File: config.mk
export PLATFORM = sky130hd
export DESIGN_NAME = pam4_symbol_upsampler_flat
export DESIGN_NICKNAME = d
export VERILOG_FILES = /design/src/rtl/pam4_symbol_upsampler_if.sv /design/src/rtl/pam4_symbol_upsampler.sv /design/src/flat_wrapper.sv
export SDC_FILE = /design/constraint.sdc
export NUM_CORES = 1
export LEC_CHECK = 0
export ABC_CLOCK_PERIOD_IN_PS = 4280
export BUFFER_PORTS_ARGS = -buffer_cell sky130_fd_sc_hd__buf_2
export CORE_UTILIZATION = 60
export CTS_BUF_LIST = sky130_fd_sc_hd__clkbuf_8 sky130_fd_sc_hd__clkbuf_16
export CTS_CLUSTER_SIZE = 24
export DETAILED_ROUTE_END_ITERATION = 10
export GPL_ROUTABILITY_DRIVEN = 1
export PLACE_DENSITY = 0.79
export SYNTH_ARGS = -nofsm -noshare
export SYNTH_HDL_FRONTEND = slang
export SYNTH_SLANG_ARGS = --single-unit
File: constraint.sdc
create_clock -name clk -period 4.28 [get_ports clk]
set_input_delay 0.856 -clock clk [delete_from_list [all_inputs] [get_ports clk]]
set_output_delay 0.856 -clock clk [all_outputs]
set_load 0.05 [all_outputs]
File: src/rtl/pam4_symbol_upsampler_if.sv
`default_nettype none
// ---------------------------------------------------------------------------
// pam4_symbol_upsampler_if : valid/ready symbol handshake into the upsampler
// Revision : 1.0
// ---------------------------------------------------------------------------
interface pam4_symbol_upsampler_if;
    logic       sym_valid;
    logic       sym_ready;
    logic [1:0] sym_data;

    modport master (
        output sym_valid,
        output sym_data,
        input  sym_ready
    );

    modport slave (
        input  sym_valid,
        input  sym_data,
        output sym_ready
    );
endinterface
`default_nettype wire

File: src/rtl/pam4_symbol_upsampler.sv
`default_nettype none
// ---------------------------------------------------------------------------
// pam4_symbol_upsampler : buffered Gray PAM-4 mapper with OSR zero-stuffing
// Revision : 1.0
// ---------------------------------------------------------------------------
module pam4_symbol_upsampler #(
    parameter int WIDTH      = 7,
    parameter int OSR        = 4,
    parameter int LVL_A      = 16,
    parameter int FIFO_DEPTH = 4,
    parameter int START_LVL  = 2
) (
    input  wire logic                    clk,
    input  wire logic                    rstn,
    input  wire logic                    en,
    pam4_symbol_upsampler_if.slave       sym,
    output logic signed [WIDTH-1:0]      data_out,
    output logic                         sym_strobe,
    output logic                         underflow,
    input  wire logic                    underflow_clr
);

    localparam int AW   = $clog2(FIFO_DEPTH);
    localparam int PH_W = $clog2(OSR);

    localparam logic [PH_W-1:0]         PH_LAST    = PH_W'(OSR - 1);
    localparam logic [AW:0]             FILL_FULL  = (AW + 1)'(FIFO_DEPTH);
    localparam logic [AW:0]             FILL_START = (AW + 1)'(START_LVL);
    localparam logic signed [WIDTH-1:0] LVL_IN     = WIDTH'(LVL_A);
    localparam logic signed [WIDTH-1:0] LVL_OUT    = WIDTH'(3 * LVL_A);

    typedef enum logic [1:0] {
        ST_IDLE  = 2'd0,
        ST_PRIME = 2'd1,
        ST_RUN   = 2'd2
    } state_t;

    state_t          state;
    state_t          state_nxt;

    logic [1:0]      mem [FIFO_DEPTH];
    logic [AW-1:0]   wr_ptr;
    logic [AW-1:0]   rd_ptr;
    logic [AW:0]     fill;
    logic [PH_W-1:0] ph;
    logic [PH_W-1:0] ph_nxt;

    logic            full;
    logic            empty;
    logic            slot;
    logic            do_push;
    logic            do_pop;
    logic            uf_set;

    // Gray order: 00 -> -3A, 01 -> -A, 11 -> +A, 10 -> +3A
    function automatic logic signed [WIDTH-1:0] pam4_map(input logic [1:0] s);
        logic signed [WIDTH-1:0] lvl;
        case (s)
            2'b00:   lvl = -LVL_OUT;
            2'b01:   lvl = -LVL_IN;
            2'b11:   lvl = LVL_IN;
            default: lvl = LVL_OUT;
        endcase
        return lvl;
    endfunction

    assign full          = (fill == FILL_FULL);
    assign empty         = (fill == '0);
    assign sym.sym_ready = (state != ST_IDLE) && !full;

    // en low overrides everything at the edge: no push, pop or underflow, just flush
    assign slot    = (state == ST_RUN) && (ph == '0);
    assign do_push = en && sym.sym_valid && sym.sym_ready;
    assign do_pop  = en && slot && !empty;
    assign uf_set  = en && slot && empty;

    always_ff @(posedge clk or negedge rstn) begin
        if (!rstn) begin
            state <= ST_IDLE;
        end else begin
            state <= state_nxt;
        end
    end

    always_comb begin
        state_nxt = state;
        ph_nxt    = '0;
        if (!en) begin
            state_nxt = ST_IDLE;
        end else begin
            case (state)
                ST_IDLE: begin
                    state_nxt = ST_PRIME;
                end
                ST_PRIME: begin
                    if (fill >= FILL_START) begin
                        state_nxt = ST_RUN;
                    end
                end
                ST_RUN: begin
                    ph_nxt = (ph == PH_LAST) ? '0 : ph + 1'b1;
                end
                default: begin
                    state_nxt = ST_IDLE;
                end
            endcase
        end
    end

    always_ff @(posedge clk or negedge rstn) begin
        if (!rstn) begin
            ph <= '0;
        end else begin
            ph <= ph_nxt;
        end
    end

    // Storage needs no reset: fill/pointers alone define what is valid
    always_ff @(posedge clk) begin
        if (do_push) begin
            mem[wr_ptr] <= sym.sym_data;
        end
    end

    always_ff @(posedge clk or negedge rstn) begin
        if (!rstn) begin
            wr_ptr <= '0;
            rd_ptr <= '0;
            fill   <= '0;
        end else if (!en) begin
            wr_ptr <= '0;
            rd_ptr <= '0;
            fill   <= '0;
        end else begin
            if (do_push) begin
                wr_ptr <= wr_ptr + 1'b1;
            end
            if (do_pop) begin
                rd_ptr <= rd_ptr + 1'b1;
            end
            case ({do_push, do_pop})
                2'b10:   fill <= fill + 1'b1;
                2'b01:   fill <= fill - 1'b1;
                default: fill <= fill;
            endcase
        end
    end

    always_ff @(posedge clk or negedge rstn) begin
        if (!rstn) begin
            data_out   <= '0;
            sym_strobe <= 1'b0;
        end else begin
            data_out   <= do_pop ? pam4_map(mem[rd_ptr]) : '0;
            sym_strobe <= do_pop;
        end
    end

    always_ff @(posedge clk or negedge rstn) begin
        if (!rstn) begin
            underflow <= 1'b0;
        end else if (uf_set) begin
            underflow <= 1'b1;
        end else if (underflow_clr) begin
            underflow <= 1'b0;
        end
    end

endmodule
`default_nettype wire

File: src/flat_wrapper.sv
// flat-port wrapper written by rule: the top's interface ports become plain ports
module pam4_symbol_upsampler_flat 
#(
    parameter int WIDTH      = 7,
    parameter int OSR        = 4,
    parameter int LVL_A      = 16,
    parameter int FIFO_DEPTH = 4,
    parameter int START_LVL  = 2
)
  (clk, rstn, en, data_out, sym_strobe, underflow, underflow_clr, sym_sym_valid, sym_sym_data, sym_sym_ready);
  pam4_symbol_upsampler_if sym_i ();
  input  wire logic clk;
  input  wire logic rstn;
  input  wire logic en;
  output logic signed [WIDTH-1:0] data_out;
  output logic sym_strobe;
  output logic underflow;
  input  wire logic underflow_clr;
  input wire logic [$bits(sym_i.sym_valid)-1:0] sym_sym_valid;
  input wire logic [$bits(sym_i.sym_data)-1:0] sym_sym_data;
  output wire logic [$bits(sym_i.sym_ready)-1:0] sym_sym_ready;
  assign sym_i.sym_valid = sym_sym_valid;
  assign sym_i.sym_data = sym_sym_data;
  assign sym_sym_ready = sym_i.sym_ready;
  pam4_symbol_upsampler #(.WIDTH(WIDTH), .OSR(OSR), .LVL_A(LVL_A), .FIFO_DEPTH(FIFO_DEPTH), .START_LVL(START_LVL)) u_core (.clk(clk), .rstn(rstn), .en(en), .sym(sym_i), .data_out(data_out), .sym_strobe(sym_strobe), .underflow(underflow), .underflow_clr(underflow_clr));
endmodule
==> results of run 1 <==
## cells by family after synthesis
family / after synthesis / share of synthesized area, %
fa+ha+maj: 9 / 9.78
xor+xnor: 4 / 3.46
other cells: 1 / 0.305
buf+inv: 13 / 5.50
flops: 23 / 50.1
compound gates: 8 / 4.89
mux: 5 / 6.11
simple gates: 34 / 19.9
## layer usage
metal	routed length (um)	vias up	GRT usage, %
met5	0	-	0
met4	28	0	8.57
met3	45	4	3.46
met2	842	16	29.9
met1	826	348	22.4
li1	-	353	-
## worst max-delay path by stage
stage,startpoint,end,slack (ns),depth (start not counted)
2_1_floorplan,en,u_core.fill[2],1.86,7
3_3_place_gp,en,u_core.fill[2],1.51,8
3_5_place_dp,en,u_core.fill[2],1.40,8
4_1_cts,en,u_core.fill[2],1.68,8
5_1_grt,en,u_core.fill[2],1.54,8
6_report,en,u_core.fill[2],1.64,8
## state kept, by name (all words and copies together) (netlist names)
name	flops
u_core.data_out	3
u_core.fill	3
u_core.mem	8
u_core.ph	2
u_core.rd_ptr	2
u_core.state	2
u_core.underflow	1
u_core.wr_ptr	2
## critical path, cell delays in order
cell and delay (ns):
buf_2 0.23, o211ai_2 0.16, nor2_2 0.26, nor3_1 0.10, fa_1 0.42, or4b_1 0.54, a21oi_1 0.16, a211o_1 0.12
## report_power, final
part	switching, mW	internal (mW)
registers	0.00827	0.233
clock network	0.0661	0.0649
logic	0.0310	0.0157
total	0.105	0.314
## cells in the mapped netlist (2+ instances only)
library cell,number
dfrtp_1,15
and2_1,8
edfxtp_1,8
ha_1,8
inv_1,6
buf_4,5
nand2_1,5
nor2_1,4
mux2i_1,3
a21oi_1,2
mux4_2,2
nor2b_1,2
nor3_1,2
o21a_1,2
xor2_1,2
## cell type report
type / count / area share [%]
flip-flops and latches: 23 / 46.0
multi-input cells: 64 / 41.6
repair buffers: 12 / 4.49
clock buffers: 3 / 3.08
well taps: 27 / 2.52
inverters: 7 / 1.96
clock inverters: 1 / 0.374
==> impl_results.md, run 1 <==
- DIE WIDTH: 47.3 um
- Endpoint class of the critical path: flip-flop
- Largest net degree at the start of global routing: 16
- Area of the multi-input gates: 557 sq um
- Sequential area share after synthesis: 50.1%
- Status: finished, final reports clean
- R2R cell count: 7
- HP Start: u_core.ph[0]
- Share of layout cells above drive strength 1: 24.5%
- Reg clk slew, reported paths: 0.08 ns
- Leakage: 0.625 nW
- Setup slack after layout: 1.64 ns
- Final Cycle Share: 61.6%
- Smallest hold slack: 0.475 ns
- DRC: 0
- CTS Buffer Depth: 2
- CTS tree: yes
- Fmax: 379 MHz
- Register bit count reported by yosys: 23
- Post-CTS Setup Repair Bufs: 0
- Post-synthesis cell count: 97
- Synth warn: 0
- Synth Flop Type: dfrtp_1
- Root Driver: clkbuf_8
- DIE HEIGHT: 47.3 um
- Worst reg2reg setup slack: 1.91 ns
- R2R Path Start: u_core.fill[2]
- CP startpoint kind: primary input
- # rows: 16
- Routed WL: 1740 um
- Final core area utilization: 68.9%
- Final Hold Viols: 0
- Syn_area_per_cell: 12.7 sq um
- Final Critical Period: 2.64 ns
- Initial core utilization: 63.3%
- Dpl ws: 1.40 ns
- Max Transition Viols Final: 0
- Overall power: 0.419 mW
- Final std cells w/o fill: 137
- Post-placement cell count: 133
- Library cell with the largest summed area after synthesis: dfrtp_1
- Worst Hold Class: flip-flop to flip-flop
- Peak VDD IR: 0.211 mV
- ANT nets after route: 0
- Area growth, synth to finish: 8.96%
- Post-DP HPWL: 1330 um
- Sink Count: 23
- Placer Congestion: 0.774
- Via density: 5.26
- Drt first pass iters: 4
- Io pins: 17
- H-tree Lvls: 1
- NumNets Final: 127
- DR iter-0 viols: 13
- Power density over the cells: 313 mW/mm^2
- Total CTS buffers: 3
- Placed inst area: 0.00129 sq mm
- Post-CTS Hold Buffers: 0
- Via Count: 721
- DR WL/cell: 12.7 um
- Top cells by area, synth: dfrtp_1, edfxtp_1, ha_1
- Hold EP: u_core.ph[0]
- Number of global-route vias before repair: 628
- Clk_skew: 0.00599 ns
- Endpoint of the lowest-slack register-to-register path: u_core.fill[2]
- Die ar.: 0.00223 sq mm
- First-pass GRT wire length: 2730 um
- Clk_lat worst skew: 0.26 ns
- WS Path Type: primary input to flip-flop
- Hold Path Stages: 1
- Crit-path max FO: 13
- Total track usage: 18.0%
- Floorplan core area: 0.00194 sq mm
- Async set-reset flop share out of synthesis: 65.2%
- Final setup vio count: 0
- Commonest cells after routing, fill and taps aside: dfrtp_1, buf_2, and2_1, ha_1, edfxtp_1
- Share of the synthesized area in the top cell type: 30.5%
- CTS resizes: 0
- Distinct cells, synth: 38
- Reg area: 616 sq um
- Post-Syn Area: 0.00123 sq mm
- MaxCap Viol Count: 0
- Number of port buffers: 12
- Post-synth EDFFs: 8
- Filler cell count: 145
- Antenna Cells: 0
- Fin area: 0.00134 sq mm
- Setup TNS: 0 ns
- Antenna violations before repair: 0
- Grt total ovfl: 0
- WP data required: 4.49 ns
- Leading cell type in the layout, fill and taps excluded: dfrtp_1
- Worst Path Arrival: 2.84 ns
- RSZ-0062 raised after global routing: no
(Power assumes the default switching activity.)
==> inputs of run 2 (changes only) <==
Settings changed: ABC_CLOCK_PERIOD_IN_PS 4280 to 2110, CORE_UTILIZATION 60 to 50, PLACE_DENSITY 0.79 to 0.7.
Clock period 4.28 ns to 2.11 ns, I/O delays scaled along.
==> run 2 against run 1 <==
Against the previous run:
- core utilization fell by 6.1 points
- flip-flop and latch count is the same
- via count grew 3.7%
- register-to-register slack worse by 1.8 ns
- critical path depth did not move
- clock power up 100%
- clock skew decreased by 0.0019 ns
- combinational power rose to 2.5 times the previous value
==> impl_results.md, run 2 (same netlist as run 1, synthesis figures left out) <==
- Status: finished, final reports clean
- Final setup vio count: 0
- Dpl ws: -0.0441 ns
- DR iter-0 viols: 6
- Setup slack after layout: 0.0943 ns
- DR WL/cell: 13.7 um
- Fin area: 0.00142 sq mm
- Antenna violations before repair: 0
- Routed WL: 2020 um
- CTS Buffer Depth: 2
- Clk_skew: 0.00406 ns
- Die ar.: 0.00266 sq mm
- DRC: 0
- RSZ-0062 raised after global routing: no
- Worst Hold Class: primary input to asynchronous set/reset pin
- Grt total ovfl: 0
- Post-CTS Setup Repair Bufs: 0
- Crit-path max FO: 3
- Max Transition Viols Final: 0
- ANT nets after route: 0
- Number of global-route vias before repair: 780
- Area growth, synth to finish: 15.3%
- # rows: 17
- Final Cycle Share: 95.5%
- Post-placement cell count: 143
- Filler cell count: 191
- Net Sw Frac: 25.2%
- Final Critical Period: 2.02 ns
- Post-CTS Hold Buffers: 0
- Share of layout cells above drive strength 1: 31.9%
- Smallest hold slack: 0.0490 ns
- Sink Count: 23
- Total track usage: 19.0%
- Via Count: 748
- NumNets Final: 136
- Number of port buffers: 12
- Floorplan core area: 0.00225 sq mm
- Peak VDD IR: 0.512 mV
- Via density: 5.09
- Initial core utilization: 54.5%
- DIE HEIGHT: 51.6 um
- Worst path cell trace: inv_1, ha_1, nand4b_4, nor3_1, fa_2, or4b_4, a21oi_2, a211o_1
- First-pass GRT wire length: 3540 um
- Switch Pwr: 0.219 mW
- R2R Path Start: u_core.ph[0]
- Largest register by flop count: u_core.mem
- Max reg flops: 8
- Endpoint class of the critical path: flip-flop
- Fmax: 496 MHz
- Io pins: 17
- Leading cell type in the layout, fill and taps excluded: dfrtp_1
- Endpoint of the lowest-slack register-to-register path: u_core.fill[2]
- Clock power share: 30.4%
- CP startpoint kind: flip-flop
- Slowest-stage cell, CP: or4b_4
- Antenna Cells: 0
- Worst Path Arrival: 2.23 ns
- Final Hold Viols: 0
- Post-DP HPWL: 1590 um
- Largest net degree at the start of global routing: 16
- CTS tree: yes
- Biggest regs: u_core.mem: 8 flops, u_core.data_out: 3 flops, u_core.fill: 3 flops
- Power density over the cells: 613 mW/mm^2
- Cell Int Power: 0.649 mW
- H-tree Lvls: 1
- WP data required: 2.32 ns
- Clk_lat worst skew: 0.26 ns
- DIE WIDTH: 51.6 um
- Leakage: 0.671 nW
- Reg clk slew, reported paths: 0.08 ns
- Placer Congestion: 0.817
- Final std cells w/o fill: 147
- MaxCap Viol Count: 0
- Slowest stage delay, CP: 0.54 ns
- Total CTS buffers: 3
- R2R cell count: 8
- Drt first pass iters: 4
- Combinational share of power: 13.6%
- Placed inst area: 0.00136 sq mm
- Sequential fraction of design power: 55.9%
- WS Path Type: flip-flop to flip-flop
- Worst reg2reg setup slack: 0.09 ns
- Commonest cells after routing, fill and taps aside: dfrtp_1, buf_2, buf_4
- Root Driver: clkbuf_8
- Overall power: 0.868 mW
[run 2: changes by cell type in the layout (fill, tap and decap cells not counted), sizes merged]
cell / change
buf: +9
clkinv: -1
inv: +1
[run 2: worst max path at each step]
stage	depth (start not counted)	end	startpoint
4_1_cts	8	u_core.fill[2]	u_core.ph[0]
5_1_grt	8	u_core.fill[2]	u_core.ph[0]
6_report	8	u_core.fill[2]	u_core.ph[0]
2_1_floorplan	7	u_core.fill[2]	u_core.fill[2]
3_3_place_gp	8	u_core.fill[2]	en
3_5_place_dp	8	u_core.fill[2]	en
[run 2: timing repair]
action,in CTS,in global routing
resized for setup,0,3
hold endpoints to repair,0,0
endpoints found under the setup margin,0,1
[run 2: critical path, delay by kind of cell, from the launching register on]
kind                       cells  cell delay, ns
and+or+nand+nor                3            0.72
adders and majority gates      2            0.59
DFF                            1            0.38
AOI/OAI and AO/OA              2            0.22
buffers and inverters          1            0.05
[run 2: stage by stage]
stage | setup TNS (ns) | util, %
6_report | 0 | 62.8
3_5_place_dp | -0.0441 | 60.4
2_1_floorplan | 0 | -
3_3_place_gp | 0 | 60.4
4_1_cts | 0 | 62.4
5_1_grt | 0 | 62.8
[run 2: cell type report]
class	instances	area, sq um	share of cell area, %
sequential	23	616	43.5
clock inverter	1	3.75	0.265
tap	28	35.0	2.47
inverter	7	26.3	1.86
timing repair buffer	21	128	9.01
clock buffer	3	41.3	2.92
multi-input combinational	64	567	40.0
[run 2: power groups by stage]
stage                     Clock (mW)  Sequential, mW  Combinational, mW
after floorplan                    0           0.497             0.0755
after global placement             0           0.494              0.113
after detailed placement           0           0.495              0.115
after CTS                      0.270           0.486              0.115
after global routing           0.283           0.488              0.131
final                          0.264           0.486              0.118
[run 2: layer usage]
metal	global-route usage (%)	routed length (um)	part of all wire [%]	vias to the layer above
li1	-	-	-	370
met1	23.7	889	44	362
met2	31.4	1040	52	12
met3	2.63	35	1.7	4
met4	10.8	47	2.3	0
met5	0	0	0	-
